`config.mk`:
```
export PLATFORM = sky130hd
export DESIGN_NAME = vocab_matcher_lat_flat
export DESIGN_NICKNAME = d
export VERILOG_FILES = /design/src/rtl/vocab_matcher_lat_if.sv /design/src/rtl/vocab_matcher_lat.sv /design/src/flat_wrapper.sv
export SDC_FILE = /design/constraint.sdc
export NUM_CORES = 1
export LEC_CHECK = 0
export BUFFER_PORTS_ARGS = -buffer_cell sky130_fd_sc_hd__buf_2
export CAP_MARGIN = 0
export CORE_MARGIN = 3
export CORE_UTILIZATION = 43
export CTS_BUF_LIST = sky130_fd_sc_hd__clkbuf_4 sky130_fd_sc_hd__clkbuf_8 sky130_fd_sc_hd__clkbuf_16
export DETAILED_ROUTE_END_ITERATION = 10
export GPL_TIMING_DRIVEN = 0
export PLACE_DENSITY_LB_ADDON = 0.12
export SYNTH_ARGS = -nofsm -noshare
export SYNTH_HDL_FRONTEND = slang
export SYNTH_SLANG_ARGS = --single-unit
```
`constraint.sdc`:
```
create_clock -name clk -period 3.7 [get_ports clk]
set_input_delay 0.37 -clock clk [delete_from_list [all_inputs] [get_ports clk]]
set_output_delay 0.37 -clock clk [all_outputs]
set_load 0.01 [all_outputs]
```
`src/rtl/vocab_matcher_lat_if.sv`:
```
// Handshake/bus bundle between the vocabulary matcher, its two sync RAMs and
// the tokenizer control FSM. The master side owns start, the lookup window and
// the RAM read data. The slave side (the matcher) owns addresses and results.
interface vocab_matcher_lat_if #(
  parameter int ADDR_WIDTH       = 4,
  parameter int VOCAB_ADDR_WIDTH = 4,
  parameter int DATA_WIDTH       = 8,
  parameter int TOK_IDX_WIDTH    = 4
);
  logic                        start;
  logic [VOCAB_ADDR_WIDTH-1:0] vocab_start_addr;
  logic [VOCAB_ADDR_WIDTH-1:0] vocab_end_addr;
  logic [ADDR_WIDTH-1:0]       input_start_addr;
  logic [DATA_WIDTH-1:0]       val_vocab;
  logic [DATA_WIDTH-1:0]       val_input;
  logic [VOCAB_ADDR_WIDTH-1:0] addr_v;
  logic [ADDR_WIDTH-1:0]       addr_i;
  logic                        busy;
  logic                        done;
  logic                        found;
  logic                        err;
  logic [TOK_IDX_WIDTH-1:0]    token_idx;
  logic [VOCAB_ADDR_WIDTH-1:0] match_addr;

  modport master (
    output start, vocab_start_addr, vocab_end_addr, input_start_addr, val_vocab, val_input,
    input  addr_v, addr_i, busy, done, found, err, token_idx, match_addr
  );

  modport slave (
    input  start, vocab_start_addr, vocab_end_addr, input_start_addr, val_vocab, val_input,
    output addr_v, addr_i, busy, done, found, err, token_idx, match_addr
  );
endinterface

```
`src/rtl/vocab_matcher_lat.sv`:
```
// Vocabulary matcher with configurable RAM read latency.
// Walks a vocabulary of TERM-terminated tokens and compares each one against a
// TERM-terminated input string. It reports the match, the index of the token and
// the token address. An input that runs past MAX_IN_LEN without TERM is an error.
// Each RAM step costs RD_LAT wait cycles plus one decision cycle.
module vocab_matcher_lat #(
  parameter int ADDR_WIDTH       = 4,
  parameter int VOCAB_ADDR_WIDTH = 4,
  parameter int DATA_WIDTH       = 8,
  parameter int RD_LAT           = 1,
  parameter int TERM             = 0,
  parameter int PREFIX_MODE      = 0,
  parameter int MAX_IN_LEN       = 15,
  parameter int TOK_IDX_WIDTH    = 4
) (
  input logic                clk,
  input logic                rst,
  vocab_matcher_lat_if.slave bus
);
  localparam int LW = (RD_LAT > 1) ? $clog2(RD_LAT) : 1;
  localparam logic [LW-1:0]         LAT_LAST  = LW'(RD_LAT - 1);
  localparam logic [DATA_WIDTH-1:0] TERM_C    = DATA_WIDTH'(TERM);
  localparam logic [ADDR_WIDTH-1:0] MAX_LEN_C = ADDR_WIDTH'(MAX_IN_LEN);
  localparam bit                    PREFIX    = (PREFIX_MODE != 0);

  typedef enum logic [2:0] {IDLE, WAIT, CMP, SKIP_WAIT, SKIP, DONE} state_t;

  state_t                      state_reg;
  logic [LW-1:0]               lat_cnt_reg;
  logic [VOCAB_ADDR_WIDTH-1:0] tok_base_reg;
  logic [VOCAB_ADDR_WIDTH-1:0] vocab_end_reg;
  logic [ADDR_WIDTH-1:0]       input_start_reg;
  logic [ADDR_WIDTH-1:0]       char_cnt_reg;
  logic [TOK_IDX_WIDTH-1:0]    tok_cnt_reg;

  logic at_end;
  logic in_term;
  logic v_term;
  logic chars_eq;

  // Decode of the current RAM data and the vocab window position.
  always_comb begin
    at_end   = (bus.addr_v == vocab_end_reg);
    in_term  = (bus.val_input == TERM_C);
    v_term   = (bus.val_vocab == TERM_C);
    chars_eq = (bus.val_vocab == bus.val_input);
  end

  // Lookup state machine. Every output is registered here.
  always_ff @(posedge clk) begin
    if (rst) begin
      state_reg       <= IDLE;
      lat_cnt_reg     <= '0;
      tok_base_reg    <= '0;
      vocab_end_reg   <= '0;
      input_start_reg <= '0;
      char_cnt_reg    <= '0;
      tok_cnt_reg     <= '0;
      bus.addr_v      <= '0;
      bus.addr_i      <= '0;
      bus.busy        <= 1'b0;
      bus.done        <= 1'b0;
      bus.found       <= 1'b0;
      bus.err         <= 1'b0;
      bus.token_idx   <= '0;
      bus.match_addr  <= '0;
    end else begin
      case (state_reg)
        IDLE, DONE: begin
          if (bus.start) begin
            vocab_end_reg   <= bus.vocab_end_addr;
            input_start_reg <= bus.input_start_addr;
            bus.addr_v      <= bus.vocab_start_addr;
            bus.addr_i      <= bus.input_start_addr;
            tok_base_reg    <= bus.vocab_start_addr;
            tok_cnt_reg     <= '0;
            char_cnt_reg    <= '0;
            lat_cnt_reg     <= '0;
            bus.done        <= 1'b0;
            bus.found       <= 1'b0;
            bus.err         <= 1'b0;
            bus.token_idx   <= '0;
            bus.match_addr  <= '0;
            bus.busy        <= 1'b1;
            state_reg       <= WAIT;
          end
        end
        WAIT, SKIP_WAIT: begin
          // Let RAM data for the freshly issued address settle.
          if (lat_cnt_reg == LAT_LAST) begin
            lat_cnt_reg <= '0;
            state_reg   <= (state_reg == WAIT) ? CMP : SKIP;
          end else begin
            lat_cnt_reg <= lat_cnt_reg + LW'(1);
          end
        end
        CMP: begin
          if (at_end) begin
            bus.busy  <= 1'b0;
            bus.done  <= 1'b1;
            state_reg <= DONE;
          end else if (char_cnt_reg == MAX_LEN_C && !in_term) begin
            bus.err   <= 1'b1;
            bus.busy  <= 1'b0;
            bus.done  <= 1'b1;
            state_reg <= DONE;
          end else if (in_term && (v_term || PREFIX)) begin
            bus.found      <= 1'b1;
            bus.token_idx  <= tok_cnt_reg;
            bus.match_addr <= tok_base_reg;
            bus.busy       <= 1'b0;
            bus.done       <= 1'b1;
            state_reg      <= DONE;
          end else if (chars_eq && !in_term) begin
            bus.addr_v   <= bus.addr_v + VOCAB_ADDR_WIDTH'(1);
            bus.addr_i   <= bus.addr_i + ADDR_WIDTH'(1);
            char_cnt_reg <= char_cnt_reg + ADDR_WIDTH'(1);
            state_reg    <= WAIT;
          end else if (v_term) begin
            // Token ended before the input did: rewind input, next token.
            tok_base_reg <= bus.addr_v + VOCAB_ADDR_WIDTH'(1);
            bus.addr_v   <= bus.addr_v + VOCAB_ADDR_WIDTH'(1);
            tok_cnt_reg  <= tok_cnt_reg + TOK_IDX_WIDTH'(1);
            bus.addr_i   <= input_start_reg;
            char_cnt_reg <= '0;
            state_reg    <= WAIT;
          end else begin
            bus.addr_v <= bus.addr_v + VOCAB_ADDR_WIDTH'(1);
            state_reg  <= SKIP_WAIT;
          end
        end
        SKIP: begin
          if (at_end) begin
            bus.busy  <= 1'b0;
            bus.done  <= 1'b1;
            state_reg <= DONE;
          end else if (v_term) begin
            tok_base_reg <= bus.addr_v + VOCAB_ADDR_WIDTH'(1);
            bus.addr_v   <= bus.addr_v + VOCAB_ADDR_WIDTH'(1);
            tok_cnt_reg  <= tok_cnt_reg + TOK_IDX_WIDTH'(1);
            bus.addr_i   <= input_start_reg;
            char_cnt_reg <= '0;
            state_reg    <= WAIT;
          end else begin
            bus.addr_v <= bus.addr_v + VOCAB_ADDR_WIDTH'(1);
            state_reg  <= SKIP_WAIT;
          end
        end
        default: state_reg <= IDLE;
      endcase
    end
  end
endmodule

```
`src/flat_wrapper.sv`:
```
// flat-port wrapper written by rule: the top's interface ports become plain ports
module vocab_matcher_lat_flat 
#(
  parameter int ADDR_WIDTH       = 4,
  parameter int VOCAB_ADDR_WIDTH = 4,
  parameter int DATA_WIDTH       = 8,
  parameter int RD_LAT           = 1,
  parameter int TERM             = 0,
  parameter int PREFIX_MODE      = 0,
  parameter int MAX_IN_LEN       = 15,
  parameter int TOK_IDX_WIDTH    = 4
)
  (clk, rst, bus_start, bus_vocab_start_addr, bus_vocab_end_addr, bus_input_start_addr, bus_val_vocab, bus_val_input, bus_addr_v, bus_addr_i, bus_busy, bus_done, bus_found, bus_err, bus_token_idx, bus_match_addr);
  vocab_matcher_lat_if #(.ADDR_WIDTH(ADDR_WIDTH), .VOCAB_ADDR_WIDTH(VOCAB_ADDR_WIDTH), .DATA_WIDTH(DATA_WIDTH), .TOK_IDX_WIDTH(TOK_IDX_WIDTH)) bus_i ();
  input logic clk;
  input logic rst;
  input wire logic [$bits(bus_i.start)-1:0] bus_start;
  input wire logic [$bits(bus_i.vocab_start_addr)-1:0] bus_vocab_start_addr;
  input wire logic [$bits(bus_i.vocab_end_addr)-1:0] bus_vocab_end_addr;
  input wire logic [$bits(bus_i.input_start_addr)-1:0] bus_input_start_addr;
  input wire logic [$bits(bus_i.val_vocab)-1:0] bus_val_vocab;
  input wire logic [$bits(bus_i.val_input)-1:0] bus_val_input;
  output wire logic [$bits(bus_i.addr_v)-1:0] bus_addr_v;
  output wire logic [$bits(bus_i.addr_i)-1:0] bus_addr_i;
  output wire logic [$bits(bus_i.busy)-1:0] bus_busy;
  output wire logic [$bits(bus_i.done)-1:0] bus_done;
  output wire logic [$bits(bus_i.found)-1:0] bus_found;
  output wire logic [$bits(bus_i.err)-1:0] bus_err;
  output wire logic [$bits(bus_i.token_idx)-1:0] bus_token_idx;
  output wire logic [$bits(bus_i.match_addr)-1:0] bus_match_addr;
  assign bus_i.start = bus_start;
  assign bus_i.vocab_start_addr = bus_vocab_start_addr;
  assign bus_i.vocab_end_addr = bus_vocab_end_addr;
  assign bus_i.input_start_addr = bus_input_start_addr;
  assign bus_i.val_vocab = bus_val_vocab;
  assign bus_i.val_input = bus_val_input;
  assign bus_addr_v = bus_i.addr_v;
  assign bus_addr_i = bus_i.addr_i;
  assign bus_busy = bus_i.busy;
  assign bus_done = bus_i.done;
  assign bus_found = bus_i.found;
  assign bus_err = bus_i.err;
  assign bus_token_idx = bus_i.token_idx;
  assign bus_match_addr = bus_i.match_addr;
  vocab_matcher_lat #(.ADDR_WIDTH(ADDR_WIDTH), .VOCAB_ADDR_WIDTH(VOCAB_ADDR_WIDTH), .DATA_WIDTH(DATA_WIDTH), .RD_LAT(RD_LAT), .TERM(TERM), .PREFIX_MODE(PREFIX_MODE), .MAX_IN_LEN(MAX_IN_LEN), .TOK_IDX_WIDTH(TOK_IDX_WIDTH)) u_core (.clk(clk), .rst(rst), .bus(bus_i));
endmodule
```
# Word-level counts from Yosys, hierarchy flattened
# Index checks and enable logic that the tools add are counted.
# word_totals
reg_bits	44
latchBits	0
mem_bits_rw	0
rom_bits	0
in_bits	31
memories	0
# op_classes
addsub	5
n_mul	0
div_mod_pow	0
n_lt_le_gt_ge	0
n_eq_ne	19
shifts	0
mux	74
bitwise	0
reduce_logical	20
# ops
cell	n
two-way mux 4 bit	37
one-hot mux 4 bit (3 select lines)	5
two-way mux 3 bit	8
adder 4 x 1 -> 4 bit, second input constant	4
logical NOT 8 bit	2
one-hot mux 4 bit (2 select lines)	2
two-way mux 1 bit	15
!= test 2 bit, second input constant	7
one-hot mux 3 bit (4 select lines)	1
== test 8 bit	1
AND reduction 4 bit	2
AND reduction 7 bit	1
== test 3 x 2 -> 1 bit, second input constant	2
== test 3 bit, second input constant	2
!= test 2 x 1 -> 1 bit, second input constant	3
one-hot mux 1 bit (2 select lines)	3
one-hot mux 1 bit (3 select lines)	2
AND reduction 2 bit	3
AND reduction 6 bit	1
AND reduction 5 bit	1
== test 4 bit	1
== test 4 bit, second input constant	1
!= test 4 x 1 -> 1 bit, second input constant	1
nonzero test 2 bit	2
8 further kinds	11

# Depth between registers and ports, before layout
# depth
ltp_word	8
mapped_depth	8

# Worst setup path before layout
# No wires, ideal clock.
# synth_timing
kind	input to register
start	in bus_val_input[0]
end	reg u_core.char_cnt_reg[2]
setup_ps	138
arrival_time_ps	1789
required_ps	3562
path_slack_ps	1773
stages	6
path_buffers	1
cell_sequence	or4_1 -> nor3_4 -> nor3_1 -> buf_2 -> a211oi_2 -> o221ai_1
# synth_between
elab_chain_cells	8
elab_cells_between_ends	14
# synth_rtl
element	line	text
start: declaration	flat_wrapper.sv:22	input wire logic [$bits(bus_i.val_input)-1:0] bus_val_input;
logical NOT 8 bit	vocab_matcher_lat.sv:44	in_term = (bus.val_input == TERM_C);
logical NOT 1 bit	vocab_matcher_lat.sv:102, vocab_matcher_lat.sv:114	
logical AND 1 bit	vocab_matcher_lat.sv:114	end else if (chars_eq && !in_term) begin
two-way mux 4 bit	vocab_matcher_lat.sv:114	
two-way mux 4 bit	vocab_matcher_lat.sv:107	end else if (in_term && (v_term || PREFIX)) begin
two-way mux 4 bit	vocab_matcher_lat.sv:102	end else if (char_cnt_reg == MAX_LEN_C && !in_term) begin
two-way mux 4 bit	vocab_matcher_lat.sv:98	if (at_end) begin
one-hot mux 4 bit (3 select lines)	vocab_matcher_lat.sv:68	case (state_reg)
end signal: assignment	vocab_matcher_lat.sv:117	char_cnt_reg <= char_cnt_reg + ADDR_WIDTH'(1);
end: declaration	vocab_matcher_lat.sv:33	logic [ADDR_WIDTH-1:0] char_cnt_reg;
# Several ways; a longest one is shown, not always the timed one. The select of a mux whose other input is x is not followed.
# A chain may end at the register's enable or synchronous reset.

# Worst setup path after layout
# layout_timing
start	reg u_core.bus.addr_v[2]
end	reg u_core.tok_cnt_reg[2]
# layout_between
elab_chain_cells	3
elab_cells_between_ends	4
# layout_rtl
element	line	text
start: declaration	vocab_matcher_lat_if.sv:32	output addr_v, addr_i, busy, done, found, err, token_idx, match_addr
start signal: assignment	vocab_matcher_lat.sv:73	bus.addr_v <= bus.vocab_start_addr;
start signal: assignment	vocab_matcher_lat.sv:115	bus.addr_v <= bus.addr_v + VOCAB_ADDR_WIDTH'(1);
start signal: assignment	vocab_matcher_lat.sv:122	bus.addr_v <= bus.addr_v + VOCAB_ADDR_WIDTH'(1);
== test 4 bit (*)	vocab_matcher_lat.sv:43	at_end = (bus.addr_v == vocab_end_reg);
!= test 2 bit (no line)	--	
AND reduction 7 bit (no line) (*)	--	
end signal: assignment	vocab_matcher_lat.sv:123	tok_cnt_reg <= tok_cnt_reg + TOK_IDX_WIDTH'(1);
end signal: assignment	vocab_matcher_lat.sv:140	tok_cnt_reg <= tok_cnt_reg + TOK_IDX_WIDTH'(1);
end: declaration	vocab_matcher_lat.sv:34	logic [TOK_IDX_WIDTH-1:0] tok_cnt_reg;
# Every way passes the cells marked *; elsewhere a longest branch is shown, timed or not.

==> flow_summary.yaml <==
global_routing:
  grt-ovfl-total: 0
  use_met3_pct: 2.928
  met2_usage_pct: 34.49
  antenna_found_initial: 0
  grt_pass1_wl_um: 11290
  grt.busiest_layer: "met2"
  grt_use_met1_pct: 30.19
  grt_max_degree: 16
  groute.usage.overall_pct: 21.44
  grt_pass1_vias: 2262
power_and_ir_drop:
  ir_drop_mv: 0.2341
  power_mw: 1.378
  leakage_nw: 1.160
  p_per_area_nw_per_um2: 471.5
worst_setup_path:
  reg2reg_setup_slack_ps: 1490
  start_kind: "flip-flop"
  required_ps: 3930
  cp_max_fo: 10
  end_kind: "flip-flop"
  cp.arrival_ps: 2440
  crit_type: "flip-flop to flip-flop"
  rr_worst_depth: 6
synthesis:
  synth_edf_count: 0
  yosys-top-cells-area: "dfxtp_1 (35%), a21oi_1 (4.2%), o21ai_0 (4.2%)"
  synth-main-ff-cell: "dfxtp_1"
  synth_common_cells: "dfxtp_1 (43), nand2_1 (22), nor2_1 (22)"
  ys_ff_latch: 43
  yosysTopAreaCellShare_pct: 34.57
  yosysWarnings: 0
  syn_inst: 296
  syn_avg_cell_area_um2: 8.412
  synth_area_leader_cell: "dfxtp_1"
  ys_types: 57
  synth.cell_area_um2: 2490
  yosysSeqAreaShare_pct: 34.57
  synth_nets: 331
  yosysMostFrequentCell: "dfxtp_1"
  ys_async_sr_fraction_pct: 0
routing:
  totalWireLength_um: 6773
  vias_per_cell: 5.789
  wire_per_inst_um: 15.90
  first_pass_iters: 4
  drc: 0
  ant_nets: 0
  vias: 2466
  drt_iter0_markers: 187
placement:
  gp_congestion: 0.8278
  dp_hpwl_um: 5025
  port_buffers: 50
timing:
  slew_headroom_pct: 34.47
  finalSetupViolations: 0
  timing.setup.tns_ps: 0
  fin_crit_sh_pct: 59.65
  tightest_slew_ps: 974.6
  period_minus_slack_ps: 2207
  max_freq_mhz: 453.1
  slew_violations: 0
  hold_viol: 0
  skew_ps: 9.518
  grt_setup_unrepaired: "no"
  holdWs_ps: 305.8
die:
  row_count: 27
  io_pins: 51
  start_util_pct: 44.94
  die_h_um: 82.10
  die_area_um2: 6740
  die_w_um: 82.10
  core-area_um2: 5540
layout:
  drive_gt1_share_pct: 22.03
  fin_nets: 388
  syn2layout_area_growth_pct: 17.39
  fin_util_pct: 52.76
  num-fill-cells: 564
  num_antenna_cells: 0
worst_hold_path:
  hold_path_depth: 3
  hp-class: "input pin to flip-flop"
clocking:
  cts_tree: "done"
  insertion_delay_ps: 310
  path_clk_slew_ps: 100
  root_buffer: "clkbuf_8"
  clockBufferDepth: 2
  post_cts_buffers: 0
  cts_resized: 0
  postCtsHoldBufs: 0
  cts-buffers-inserted: 5
  cts_sinks: 43
  htree_levels: 2
outcome:
  status: "finished, final reports clean"
job:
  max-cap-violations: 0
==> cells by family (layout without fill, tap and decap cells) <==
kind of cell	Yosys count	count (layout)	synth area share [%]
AOI/OAI and AO/OA	87	87	23.32
xor gates and xnor gates	17	17	6.281
adders and majority gates	4	4	2.010
buffers and inverters	21	79	3.718
DFF	43	43	34.57
muxes	12	12	4.925
and+or+nand+nor	112	112	25.18
==> worst max-delay path, cell delays in order, from the launching register on <==
cell and delay, ps:
dfxtp_1 450, xor2_1 140, nor4_4 600, a22oi_1 270, clkbuf_1 280, nand4_1 190, mux2i_1 210
==> cell usage in the layout (no fill, tap or decap), types with 3 or more instances in the layout <==
cell type,n
a221oi_1,3
mux2i_1,10
o21ai_0,21
a211oi_1,5
a31oi_1,4
nand2b_1,3
xnor2_1,10
nor2b_1,3
a311oi_1,4
o31ai_1,5
nand4_1,16
a21oi_1,21
nor3_1,6
inv_1,3
nor2_1,22
o32ai_1,4
buf_2,55
nand3_1,13
clkbuf_8,5
ha_1,4
nor3b_1,3
dfxtp_1,43
or3_1,4
clkbuf_1,10
nor4_1,4
a22oi_1,3
xor2_1,6
nand2_1,22
==> metal layers <==
metal / wire [µm] / up-vias
li1: - / 1250
met1: 3284 / 1159
met2: 3144 / 50
met3: 281 / 7
met4: 63 / 0
met5: 0 / -
==> power by group <==
part / total, mW / switching [mW] / internal, mW
Clock: 0.318 / 0.183 / 0.135
Combinational: 0.496 / 0.306 / 0.190
Sequential: 0.564 / 0.0490 / 0.515
Total: 1.38 / 0.538 / 0.841
==> area by class of cell <==
class                           count  area [µm²]  area share [%]
Multi-Input combinational cell    232        1536           52.57
Clock buffer                        5       68.82           2.354
Sequential cell                    43       860.8           29.45
Inverter                            3       11.26          0.3853
Tap cell                           72       90.09           3.082
Clock inverter                      3       23.77          0.8134
Buffer                             18       81.33           2.783
Timing Repair Buffer               50       250.2           8.562
==> worst paths after layout <==
check | from | to
max | u_core.bus.addr_v[2] | u_core.tok_cnt_reg[2]
min | bus_vocab_end_addr[0] | u_core.vocab_end_reg[0]
min reg2reg | u_core.bus.err | u_core.bus.err
max reg2reg | u_core.bus.addr_v[2] | u_core.tok_cnt_reg[2]
==> metrics by stage <==
| step | instances | instance area (µm²) | setup slack, ps |
|---|---|---|---|
| 6_report | 426 | 2923 | 1493 |
| 5_1_grt | 426 | 2923 | 1262 |
| 4_1_cts | 426 | 2923 | 1455 |
| 3_5_place_dp | 418 | 2830 | 1347 |
| 3_3_place_gp | 418 | 2830 | 1362 |
| 2_1_floorplan | 296 | 2490 | 1773 |
Power figures use the tool's default switching activity.
